## src/rtl/uart_rx.sv

```systemverilog
// uart_rx -- 8N1 UART receiver, LSB first.
//
// Bit period P = baudrate_div + 1 clocks, the same convention as the
// companion transmitter. The asynchronous line is double-flopped. A start
// edge is confirmed half a bit later, each data bit is sampled at its
// centre, and the stop bit is checked at its centre. Each good byte is
// offered through a one-entry valid/ready holding register.
//
// Ports:
//   clk            system clock (12 MHz)
//   rst_n          asynchronous active-low reset (deassertion synchronised inside)
//   baudrate_div   bit period minus one, in clocks (>= 3, static during a frame)
//   uart_rxd       serial input, asynchronous, idles high
//   rx_data        received byte, meaningful while rx_valid is high
//   rx_valid       holding register full
//   rx_ready       consumer accepts; a transfer is rx_valid && rx_ready
//   rx_framing_err one-cycle pulse: stop bit sampled low
//   rx_overrun     one-cycle pulse: byte completed while holding register full and not read
module uart_rx (
   input  logic        clk,
   input  logic        rst_n,
   input  logic [15:0] baudrate_div,
   input  logic        uart_rxd,
   output logic [7:0]  rx_data,
   output logic        rx_valid,
   input  logic        rx_ready,
   output logic        rx_framing_err,
   output logic        rx_overrun
);

   localparam logic [2:0] ST_IDLE  = 3'd0;
   localparam logic [2:0] ST_START = 3'd1;
   localparam logic [2:0] ST_DATA  = 3'd2;
   localparam logic [2:0] ST_STOP  = 3'd3;
   localparam logic [2:0] ST_BREAK = 3'd4;

   // Reset asserts immediately but releases on a clock edge, so no flop
   // sees a reset removal close to its sampling edge.
   logic [1:0] rst_sync_reg;
   logic       rst_int_n;

   always_ff @(posedge clk or negedge rst_n) begin
      if (!rst_n) rst_sync_reg <= 2'b00;
      else        rst_sync_reg <= {rst_sync_reg[0], 1'b1};
   end

   assign rst_int_n = rst_sync_reg[1];

   logic [1:0]  sync_reg;
   logic        rxd_s;
   logic [2:0]  state_reg, state_next;
   logic [15:0] cnt_reg, cnt_next;
   logic [2:0]  bit_cnt_reg, bit_cnt_next;
   logic [7:0]  shift_reg, shift_next;
   logic        done_reg, done_next;
   logic        ferr_next;
   logic        counting;
   logic        tick;

   assign rxd_s    = sync_reg[1];
   assign counting = (state_reg == ST_START) || (state_reg == ST_DATA) || (state_reg == ST_STOP);
   assign tick     = counting && (cnt_reg == 16'd0);

   always_comb begin
      state_next   = state_reg;
      cnt_next     = cnt_reg;
      bit_cnt_next = bit_cnt_reg;
      shift_next   = shift_reg;
      done_next    = 1'b0;
      ferr_next    = 1'b0;

      if (counting && !tick) cnt_next = cnt_reg - 16'd1;

      case (state_reg)
         ST_IDLE: begin
            // Half a period to reach the centre of the start bit.
            if (!rxd_s) begin
               cnt_next   = baudrate_div >> 1;
               state_next = ST_START;
            end
         end
         ST_START: begin
            if (tick) begin
               if (rxd_s) begin
                  // Line went back high before mid-bit: glitch, not a start.
                  cnt_next   = 16'd0;
                  state_next = ST_IDLE;
               end else begin
                  cnt_next     = baudrate_div;
                  bit_cnt_next = 3'd0;
                  state_next   = ST_DATA;
               end
            end
         end
         ST_DATA: begin
            if (tick) begin
               shift_next   = {rxd_s, shift_reg[7:1]};
               bit_cnt_next = bit_cnt_reg + 3'd1;
               cnt_next     = baudrate_div;
               if (bit_cnt_reg == 3'd7) state_next = ST_STOP;
            end
         end
         ST_STOP: begin
            // Leave at mid-stop-bit so the next start edge is seen on time.
            if (tick) begin
               cnt_next   = 16'd0;
               done_next  = rxd_s;
               ferr_next  = !rxd_s;
               state_next = rxd_s ? ST_IDLE : ST_BREAK;
            end
         end
         ST_BREAK: begin
            // One framing error per low period, however long the break.
            if (rxd_s) state_next = ST_IDLE;
         end
         default: state_next = ST_IDLE;
      endcase
   end

   always_ff @(posedge clk or negedge rst_int_n) begin
      if (!rst_int_n) begin
         sync_reg       <= 2'b11;
         state_reg      <= ST_IDLE;
         cnt_reg        <= 16'd0;
         bit_cnt_reg    <= 3'd0;
         shift_reg      <= 8'h00;
         done_reg       <= 1'b0;
         rx_data        <= 8'h00;
         rx_valid       <= 1'b0;
         rx_framing_err <= 1'b0;
         rx_overrun     <= 1'b0;
      end else begin
         sync_reg       <= {sync_reg[0], uart_rxd};
         state_reg      <= state_next;
         cnt_reg        <= cnt_next;
         bit_cnt_reg    <= bit_cnt_next;
         shift_reg      <= shift_next;
         done_reg       <= done_next;
         rx_framing_err <= ferr_next;
         rx_overrun     <= 1'b0;

         // shift_reg still holds the finished byte here: IDLE never shifts.
         if (done_reg) begin
            if (!rx_valid || rx_ready) begin
               rx_data  <= shift_reg;
               rx_valid <= 1'b1;
            end else begin
               rx_overrun <= 1'b1;
            end
         end else if (rx_valid && rx_ready) begin
            rx_valid <= 1'b0;
         end
      end
   end

endmodule
```

## config.mk

```make
export PLATFORM = sky130hd
export DESIGN_NAME = uart_rx
export DESIGN_NICKNAME = d
export VERILOG_FILES = /design/src/rtl/uart_rx.sv
export SDC_FILE = /design/constraint.sdc
export NUM_CORES = 1
export LEC_CHECK = 0
export ABC_AREA = 1
export BUFFER_PORTS_ARGS = -buffer_cell sky130_fd_sc_hd__buf_4
export CORE_ASPECT_RATIO = 2
export CORE_UTILIZATION = 55
export CTS_BUF_LIST = sky130_fd_sc_hd__clkbuf_8
export CTS_CLUSTER_DIAMETER = 80
export DETAILED_ROUTE_END_ITERATION = 12
export PLACE_DENSITY = 0.79
export SYNTH_ARGS = -nofsm -noshare
export SYNTH_HDL_FRONTEND = slang
export SYNTH_SLANG_ARGS = --single-unit
```

## constraint.sdc

```tcl
create_clock -name clk -period 1.33 [get_ports clk]
set_input_delay 0.133 -clock clk [delete_from_list [all_inputs] [get_ports clk]]
set_output_delay 0.133 -clock clk [all_outputs]
set_load 0.005 [all_outputs]
```

# [Yosys cells after proc, flatten, opt, wreduce, memory -nomap -nowiden]
# Cells that the tools add are included.
[word_totals] regBits=46
[classes] n_addsub=2 eq_ne=13 mux=29 n_reduce_logical=18
[op_table] op="two-way mux 16 bit" count=6
[op_table] op="one-hot mux 16 bit (4 select lines)" count=1
[op_table] op="two-way mux 3 bit" count=10
[op_table] op="zero test 16 bit" count=1
[op_table] op="subtractor 16 x 1 -> 16 bit (second input constant)" count=1
[op_table] op="one-hot mux 3 bit (5 select lines)" count=1
[op_table] op="!= test 2 bit (second input constant)" count=6
[op_table] op="two-way mux 1 bit" count=9
[op_table] op="equality test 3 x 2 -> 1 bit (second input constant)" count=2
[op_table] op="equality test 3 bit (second input constant)" count=2
[op_table] op="one-hot mux 3 bit (2 select lines)" count=1
[op_table] op="AND reduction 2 bit" count=3
[op_table] op="AND reduction 6 bit" count=1
[op_table] op="!= test 2 x 1 -> 1 bit (second input constant)" count=2
[op_table] op="AND reduction 4 bit" count=1
[op_table] op="nonzero test 2 bit" count=2
[op_table] op="adder 3 x 1 -> 3 bit (second input constant)" count=1
[op_table] op="equality test 3 x 1 -> 1 bit (second input constant)" count=1
[op_table] op="logical AND 1 bit" count=3
[op_table] op="zero test 1 bit" count=3
[op_table] op="zero test 3 bit" count=1
[op_table] op="logical OR 1 bit" count=3
[op_table] op="two-way mux 2 bit" count=1

# [Logic depth before layout (Yosys ltp)]
# Gate-level depths: netlist (run 1).
[depth] depth_word=9 ltp_mapped=11

# [Worst setup path after synthesis (run 1)]
# OpenSTA, ideal clock, no wires.
[synth_timing] kind="reg-to-reg" startpoint="reg cnt_reg[0]" endpoint="reg bit_cnt_reg[0]" setup_time_ps=122 arrival_ps=1419 required_ps=1208 path_slack_ps=-211 path_stages_with_launch=11 cell_sequence="dfrtp_1 inv_1 ha_1 nand2_1 nor2_2 nand2_4 clkinv_2 nand2_2 buf_2 nand3_1 o21ai_1"
[synth_via] elab_chain_len=4 word_cells_on_any_way=5 classes_between="2 x eq/ne; 3 x reduce/logical"
[synth_rtl] element="from (decl)" line="52" source="logic [15:0] cnt_reg, cnt_next;"
[synth_rtl] element="from (signal assigned)" line="135" source="cnt_reg <= cnt_next;"
[synth_rtl] element="zero test 16 bit (*)" line="62" source="assign tick = counting && (cnt_reg == 16'd0);"
[synth_rtl] element="logical AND 1 bit (*)" line="62"
[synth_rtl] element="!= test 2 bit (no line)"
[synth_rtl] element="AND reduction 4 bit (no line) (*)"
[synth_rtl] element="to (signal assigned)" line="136" source="bit_cnt_reg <= bit_cnt_next;"
[synth_rtl] element="to (decl)" line="53" source="logic [2:0] bit_cnt_reg, bit_cnt_next;"
# Every way passes the cells marked *; elsewhere a longest branch is shown, timed or not.
# A chain may end at the register's enable or synchronous reset.

# [Final worst setup path (run 1)]
[layout_timing] startpoint="reg cnt_reg[7]" endpoint="reg cnt_reg[13]"
[layout_via] elab_chain_len=7 word_cells_on_any_way=11 classes_between="1 x add/sub; 6 x mux; 4 x reduce/logical"
[layout_rtl] element="branches (longest 6 deep; another with subtractor 16 x 1 -> 16 bit)"
[layout_rtl] element="one-hot mux 16 bit (4 select lines) (*)" line="74" source="case (state_reg)"
[layout_rtl] element="via cnt_next[13]" line="52"
# Mark *: on every way through the listed nets, which the timed path passes.

==> results of run 1 <==
layout make-up:
type                            instances  area (um^2)
Tap cell                               57         71.3
Timing Repair Buffer                  102          835
Sequential cell                        46         1150
Clock buffer                            5         68.8
Clock inverter                          3         41.3
Fill cell                             317          875
Multi-Input combinational cell        274         1650
Inverter                               54          213
what timing repair did:
item | in CTS | in global routing
buffers inserted | 5 | 4
hold endpoints to repair | 3 | 0
endpoints found under the setup margin | 32 | 32
cloned | 0 | 1
resized for setup | 32 | 28
pin swaps | 8 | 7
hold buffers | 2 | 0
synthesized netlist by cell type, drive strengths merged, types with 3 or more instances:
master / number / area, um^2
inv: 53 / 201
a21oi: 6 / 33.8
buf: 8 / 86.3
o21ai: 24 / 120
xor2: 3 / 26.3
nor2: 49 / 248
nand4: 9 / 62.6
nand2: 129 / 534
ha: 4 / 50.1
dfrtp: 44 / 1100
nand3: 40 / 240
power groups by stage:
| stage | logic (mW) | registers (mW) | clock network [mW] |
|---|---|---|---|
| 6_report | 0.120 | 1.42 | 1.07 |
| 3_3_place_gp | 0.109 | 1.45 | 0 |
| 3_5_place_dp | 0.110 | 1.45 | 0 |
| 2_1_floorplan | 0.0242 | 1.45 | 0 |
| 4_1_cts | 0.118 | 1.42 | 1.06 |
| 5_1_grt | 0.130 | 1.42 | 1.12 |
cells by family (layout without fill, tap and decap cells):
kind of cell,after synthesis,after routing,synth area share [%]
and+or+nand+nor,230,231,38.9
buffers and inverters,63,164,10.5
DFF,46,46,40.8
AOI/OAI and AO/OA,33,33,6.28
adders and majority gates,4,4,1.77
xor gates and xnor gates,4,4,1.24
other,1,1,0.132
muxes,1,1,0.398
worst reg2reg max path: stages, from the launching register on:
cell and delay, ns:
sky130_fd_sc_hd__dfrtp_1 0.41, sky130_fd_sc_hd__buf_4 0.15, sky130_fd_sc_hd__nor2_1 0.16, sky130_fd_sc_hd__nand2_1 0.17, sky130_fd_sc_hd__nor2_2 0.20, sky130_fd_sc_hd__nand3_1 0.16, sky130_fd_sc_hd__nand2_1 0.10, sky130_fd_sc_hd__nand2_1 0.05
sky130_fd_sc_hd__nand3_1 0.08, sky130_fd_sc_hd__nand2_1 0.05
per-layer routing:
metal	vias to the layer above	global-route usage (%)	wire [um]	share of wire [%]
met4	0	23.3	624	6.9
met1	1431	31.3	2960	33
met5	-	0	0	0
met3	57	5.12	428	4.7
li1	1404	-	-	-
met2	133	64.1	5010	56
through the flow:
step           hold slack [ns]  setup WS, ns  std cells  util [%]
2_1_floorplan           -0.163       -0.0846        382         -
3_3_place_gp           -0.0853        -0.254        522      73.5
3_5_place_dp           -0.0831        -0.311        522      73.5
4_1_cts                 0.0350        -0.212        537      79.5
5_1_grt                 0.0418        -0.391        541      82.2
6_report                0.0191        -0.296        541      82.2
final timing paths:
| path | cells after the start | end | start |
|---|---|---|---|
| setup / recovery | 9 | cnt_reg[13] | cnt_reg[7] |
| hold / removal | 3 | cnt_reg[15] | baudrate_div[15] |
| setup reg to reg | 9 | cnt_reg[13] | cnt_reg[7] |
| hold reg to reg | 0 | cnt_reg[1] | rst_sync_reg[1] |
| max in group asynchronous | 1 | bit_cnt_reg[0] | rst_sync_reg[1] |
| min in group asynchronous | 2 | rst_sync_reg[1] | rst_n |
layout by cell type, fill, tap and decap left out, drive strengths merged:
master / n
a21oi: 6
xnor2: 1
xor2: 3
dfrtp: 44
o21ai: 24
nand4: 9
dlygate4sd3: 2
mux2: 1
o21bai: 1
o2111ai: 1
conb: 1
clkinvlp: 1
dfstp: 2
nand3: 40
ha: 4
bufinv: 1
nand3b: 1
clkbuf: 5
buf: 100
nand2: 130
inv: 54
nor3: 2
o211ai: 1
nor2: 49
clkinv: 1
==> impl_summary.txt, run 1 <==
----------------------------------------------------
[Layout]
  Final std cell area, no fill ... ~4000 um^2
  # diodes ... 0
  Number of flip-flops in the largest register ... 16
  Fraction of final layout cells with drive strength greater than 1 ... roughly 41%
  Syn-to-layout area delta ... 42.6%
  # nets final ... a little over 500

[Clock network]
  Clock Sinks ... 46
  Cts bufs inserted ... 5
  Count of H-tree levels built during CTS ... 2
  Worst-Skew Late Latency ... between 0.3 and 0.4 ns
  TritonCTS clock tree ... built
  Buffer type at the clock tree root ... sky130_fd_sc_hd__clkbuf_8
  Clock-pin slew of the registers on the worst-case setup and hold paths ... 0.09 ns
  Buffers from clock root to sink, at most ... 2

[Pwr]
  P per Cell Area ... around 650 nW/um^2
  Worst vdd rail ir drop ... around 0.0014 V
  Sequential cell fraction of total power ... a little over half
  Internal power ... between 2 and 2.5 mW
  Switching power ... 0.596 mW
  Power after layout ... 2.61 mW
  Clock power frac ... 41.1%
  Share of total power in combinational logic ... about 4.6%
  Leak pwr ... ~2.1 nW
  Fraction of power spent switching nets ... between 20% and 30%

[Logic synthesis]
  Avg Synthesized Cell Area ... 7.41 um^2
  Synthesized net count ... 406
  Post-synthesis register bit count ... 46
  Synth Flop Type ... sky130_fd_sc_hd__dfrtp_1
  Total number of yosys warnings ... 0
  Synth cell types ... 35
  Count of flip-flops with a built-in enable after synthesis ... 0
  Post-synthesis instance area ... between 2000 and 3000 um^2
  Portion of the post-synthesis area used by sequential elements ... between 40% and 50%
  Proportion of register bits with asynchronous set or reset after synthesis ... between 90% and 100%
  Synthesized netlist cell count ... between 300 and 400

[Place]
  Final RePlAce weighted congestion ... around 0.95
  Placed cell areas ... between 3000 and 4000 um^2
  Count of buffers inserted at the top-level ports ... 30
  HPWL after detailed placement ... about 6000 um

[Detailed routing]
  Via count normalized by instance count ... approximately 5.6
  Post-Route WL ... 9020 um
  Starting DRT DRC Count ... 96
  Via count ... 3025
  First drt pass iteration count ... 6
  DRC violations left ... 0
  Average routed wire per standard cell ... approximately 17 um
  Number of nets still failing antenna checks after routing ... 0

[Setup path]
  Crit path arrival time ... 1.83 ns
  Startpoint types ... flip-flop
  Critical path fanouts, max ... 3
  Combined buffer and inverter count along the critical path ... 1
  Largest stage delay on the critical path ... between 0.4 and 0.5 ns
  Crit path top cell by count ... sky130_fd_sc_hd__nand2_1
  Kind of critical path ... reg2reg
  Worst path top cell family by delay ... simple AND/OR/NAND/NOR gates
  Worst path required time ... 1.54 ns
  Critical Path Sink Type ... flip-flop
  Cell at the slowest stage of the critical path ... sky130_fd_sc_hd__dfrtp_1
  Cells along the critical path ... buf_4 > nor2_1 > nand2_1 > nor2_2 > nand3_1 > nand2_1 > nand2_1 > nand3_1 > nand2_1
  Reg-to-reg setup timing slack ... -0.30 ns

[Global routing]
  Maximum number of pins on one net before global-route repair ... 31
  Antenna violations before repair ... 0
  Total grt overflow ... 0
  Gr usage total ... ~34%
  Vias in the first global route ... 3022
  Global-route wire length before repair ... between 10000 and 15000 um

[Die]
  Floorplan core area ... approximately 4900 um^2
  Number of top-level pins ... 31
  Starting Density ... around 58%
  Row count ... 36
  Total die area ... 5450 um^2
  Die width ... ~53 um
  Die height ... ~100 um

[Outcome]
  Result of the run ... complete, but fails checks
  Violations in the final reports ... negative setup slack

[Timing]
  Maximum achievable frequency ... 0.615 GHz
  RSZ-0062 raised after global routing ... true
  Final number of setup-violating endpoints ... 32
  Final Hold Fails ... 0
  Final clock period utilization by the worst path ... 122%
  Max Slew Vio Count ... 0
  Final critical delay including setup and external delays ... about 1.6 ns
  Worst Slack Setup Final ... -0.296 ns
  Setup TNS ... -7.50 ns
  Fin Clk Skew ... 0.00366 ns

[Worst hold path]
  Type of the most critical hold path ... in2reg

[Flow run]
  Maximum capacitance violations ... 0

----------------------------------------------------
No activity file was read; power rests on OpenSTA's default activity.
==> run 2, diff against run 1 <==
--- a/config.mk
+++ b/config.mk
@@ -13,6 +13,7 @@
 export CTS_CLUSTER_DIAMETER = 80
 export DETAILED_ROUTE_END_ITERATION = 12
 export PLACE_DENSITY = 0.79
+export SETUP_SLACK_MARGIN = 0.1
 export SYNTH_ARGS = -nofsm -noshare
 export SYNTH_HDL_FRONTEND = slang
 export SYNTH_SLANG_ARGS = --single-unit
==> impl_summary.txt, run 2 (synthesis results as in run 1) <==
----------------------------------------------------
[Timing]
  Fin Clk Skew ... about 0.0058 ns
  Final number of setup-violating endpoints ... 32
  Max Slew Vio Count ... 0
  Final critical delay including setup and external delays ... approximately 1.6 ns
  Setup TNS ... -7.77 ns
  Worst Slack Setup Final ... -0.307 ns
  Final clock period utilization by the worst path ... 123%
  Maximum achievable frequency ... just over 0.6 GHz
  Final Hold Fails ... 0
  Post-route worst hold slack ... between 0.02 and 0.025 ns
  RSZ-0062 raised after global routing ... true

[Place]
  Post-place setup slack ... -0.311 ns
  DP Cell Count ... around 520
  Count of buffers inserted at the top-level ports ... 30
  Final RePlAce weighted congestion ... about 0.95
  HPWL after detailed placement ... between 6000 and 7000 um

[Die]
  Starting Density ... between 50% and 60%
  Die height ... approximately 100 um
  Row count ... 36
  Die width ... 52.7 um
  Total die area ... 5450 um^2
  Number of top-level pins ... 31
  Floorplan core area ... between 4000 and 5000 um^2

[Global routing]
  Gr usage total ... about a third
  GR met2 Demand/Resource ... roughly 64%
  Layer with the highest usage ... met2
  Total grt overflow ... 0
  Global-route wire length before repair ... 13300 um
  Maximum number of pins on one net before global-route repair ... 31
  Antenna violations before repair ... 0
  Global Route met1 Usage ... a little under a third
  M3 GR Usage ... roughly 5.1%
  Vias in the first global route ... between 3000 and 4000

[Setup path]
  Worst path required time ... ~1.5 ns
  Critical Path Sink Type ... flip-flop
  Critical path fanouts, max ... 3
  Crit path arrival time ... between 1.5 and 2 ns
  Kind of critical path ... reg2reg
  Startpoint types ... flip-flop

[Detailed routing]
  Via count normalized by instance count ... roughly 5.6
  Via count ... 3010
  Starting DRT DRC Count ... approximately 110
  Number of nets still failing antenna checks after routing ... 0
  First drt pass iteration count ... 4
  Average routed wire per standard cell ... 16.6 um
  DRC violations left ... 0
  Post-Route WL ... 8970 um

[Clock network]
  Count of H-tree levels built during CTS ... 2
  TritonCTS clock tree ... built
  Buffers from clock root to sink, at most ... 2
  Buffer type at the clock tree root ... sky130_fd_sc_hd__clkbuf_8
  Clock-pin slew of the registers on the worst-case setup and hold paths ... 0.09 ns
  Clock Sinks ... 46
  Worst-Skew Late Latency ... slightly above 0.3 ns
  Cts bufs inserted ... 5

[Layout]
  Fraction of final layout cells with drive strength greater than 1 ... around two fifths
  Share of the core filled with cells in the final layout ... approximately 82%
  # nets final ... roughly 500
  Final cell count without fillers ... ~540
  Syn-to-layout area delta ... 43.0%
  Most common cell after layout, fill and taps aside ... sky130_fd_sc_hd__nand2_1
  # diodes ... 0
  Top library cells by usage in the layout, fill and taps aside ... sky130_fd_sc_hd__nand2_1 (101), sky130_fd_sc_hd__buf_4 (91), sky130_fd_sc_hd__inv_1 (48), sky130_fd_sc_hd__dfrtp_1 (43), sky130_fd_sc_hd__nor2_1 (25)
  Number of flip-flops in the largest register ... 16

[Pwr]
  P per Cell Area ... between 600 and 700 nW/um^2
  Worst vdd rail ir drop ... about 0.0014 V
  Leak pwr ... between 2 and 2.5 nW

[Outcome]
  Result of the run ... complete, but fails checks
  Violations in the final reports ... negative setup slack

[Worst hold path]
  Type of the most critical hold path ... in2reg

[Flow run]
  Maximum capacitance violations ... 0

----------------------------------------------------
## run 2: path summary, 6_finish.rpt
path	startpoint	to	slack (ns)	cells past startpoint
setup / recovery	cnt_reg[7]	cnt_reg[13]	-0.31	9
hold / removal	baudrate_div[15]	cnt_reg[15]	0.02	3
setup reg to reg	cnt_reg[7]	cnt_reg[13]	-0.31	9
hold reg to reg	rst_sync_reg[1]	cnt_reg[1]	0.20	0
max in group asynchronous	rst_sync_reg[1]	bit_cnt_reg[0]	0.63	1
min in group asynchronous	rst_n	rst_sync_reg[1]	0.13	2
## run 2: layout make-up
class	count	area, um^2
clock buffers	5	68.8
clock inverters	3	41.3
fillers	316	863
inverters	54	213
multi-input cells	274	1650
flip-flops and latches	46	1150
well taps	57	71.3
repair buffers	103	846
## run 2: what timing repair did
item                                    in CTS  in global routing
endpoints found under the hold margin        3                  0
setup buffers                                5                  4
endpoints found under the setup margin      32                 32
resized for setup                           32                 28
hold buffers                                 2                  0
pin swaps                                    8                  8
gates cloned                                 0                  1
## run 2: worst max-delay path: stages (launching register included)
cell and delay [ns]:
sky130_fd_sc_hd__dfrtp_1 0.41, sky130_fd_sc_hd__buf_4 0.15, sky130_fd_sc_hd__nor2_1 0.15, sky130_fd_sc_hd__nand2_1 0.17, sky130_fd_sc_hd__nor2_2 0.21, sky130_fd_sc_hd__nand3_1 0.16
sky130_fd_sc_hd__nand2_1 0.10, sky130_fd_sc_hd__nand2_1 0.05, sky130_fd_sc_hd__nand3_1 0.08, sky130_fd_sc_hd__nand2_1 0.05
## run 2: through the flow
stage,cell area (um^2),total power [mW]
final,4050,2.61
after global routing,4050,2.68
after CTS,3900,2.59
after detailed placement,3610,1.56
after global placement,3610,1.56
after floorplan,2900,1.48
## run 2: layer usage
metal | vias up | wire length (um)
met2 | 123 | 4980
met4 | 0 | 598
li1 | 1404 | -
met3 | 48 | 440
met1 | 1435 | 2960
met5 | - | 0
## run 2: where the power goes
group	total, mW	internal, mW	switching, mW
Combinational	0.120	0.0572	0.0627
Clock	1.07	0.554	0.519
Sequential	1.42	1.41	0.0133
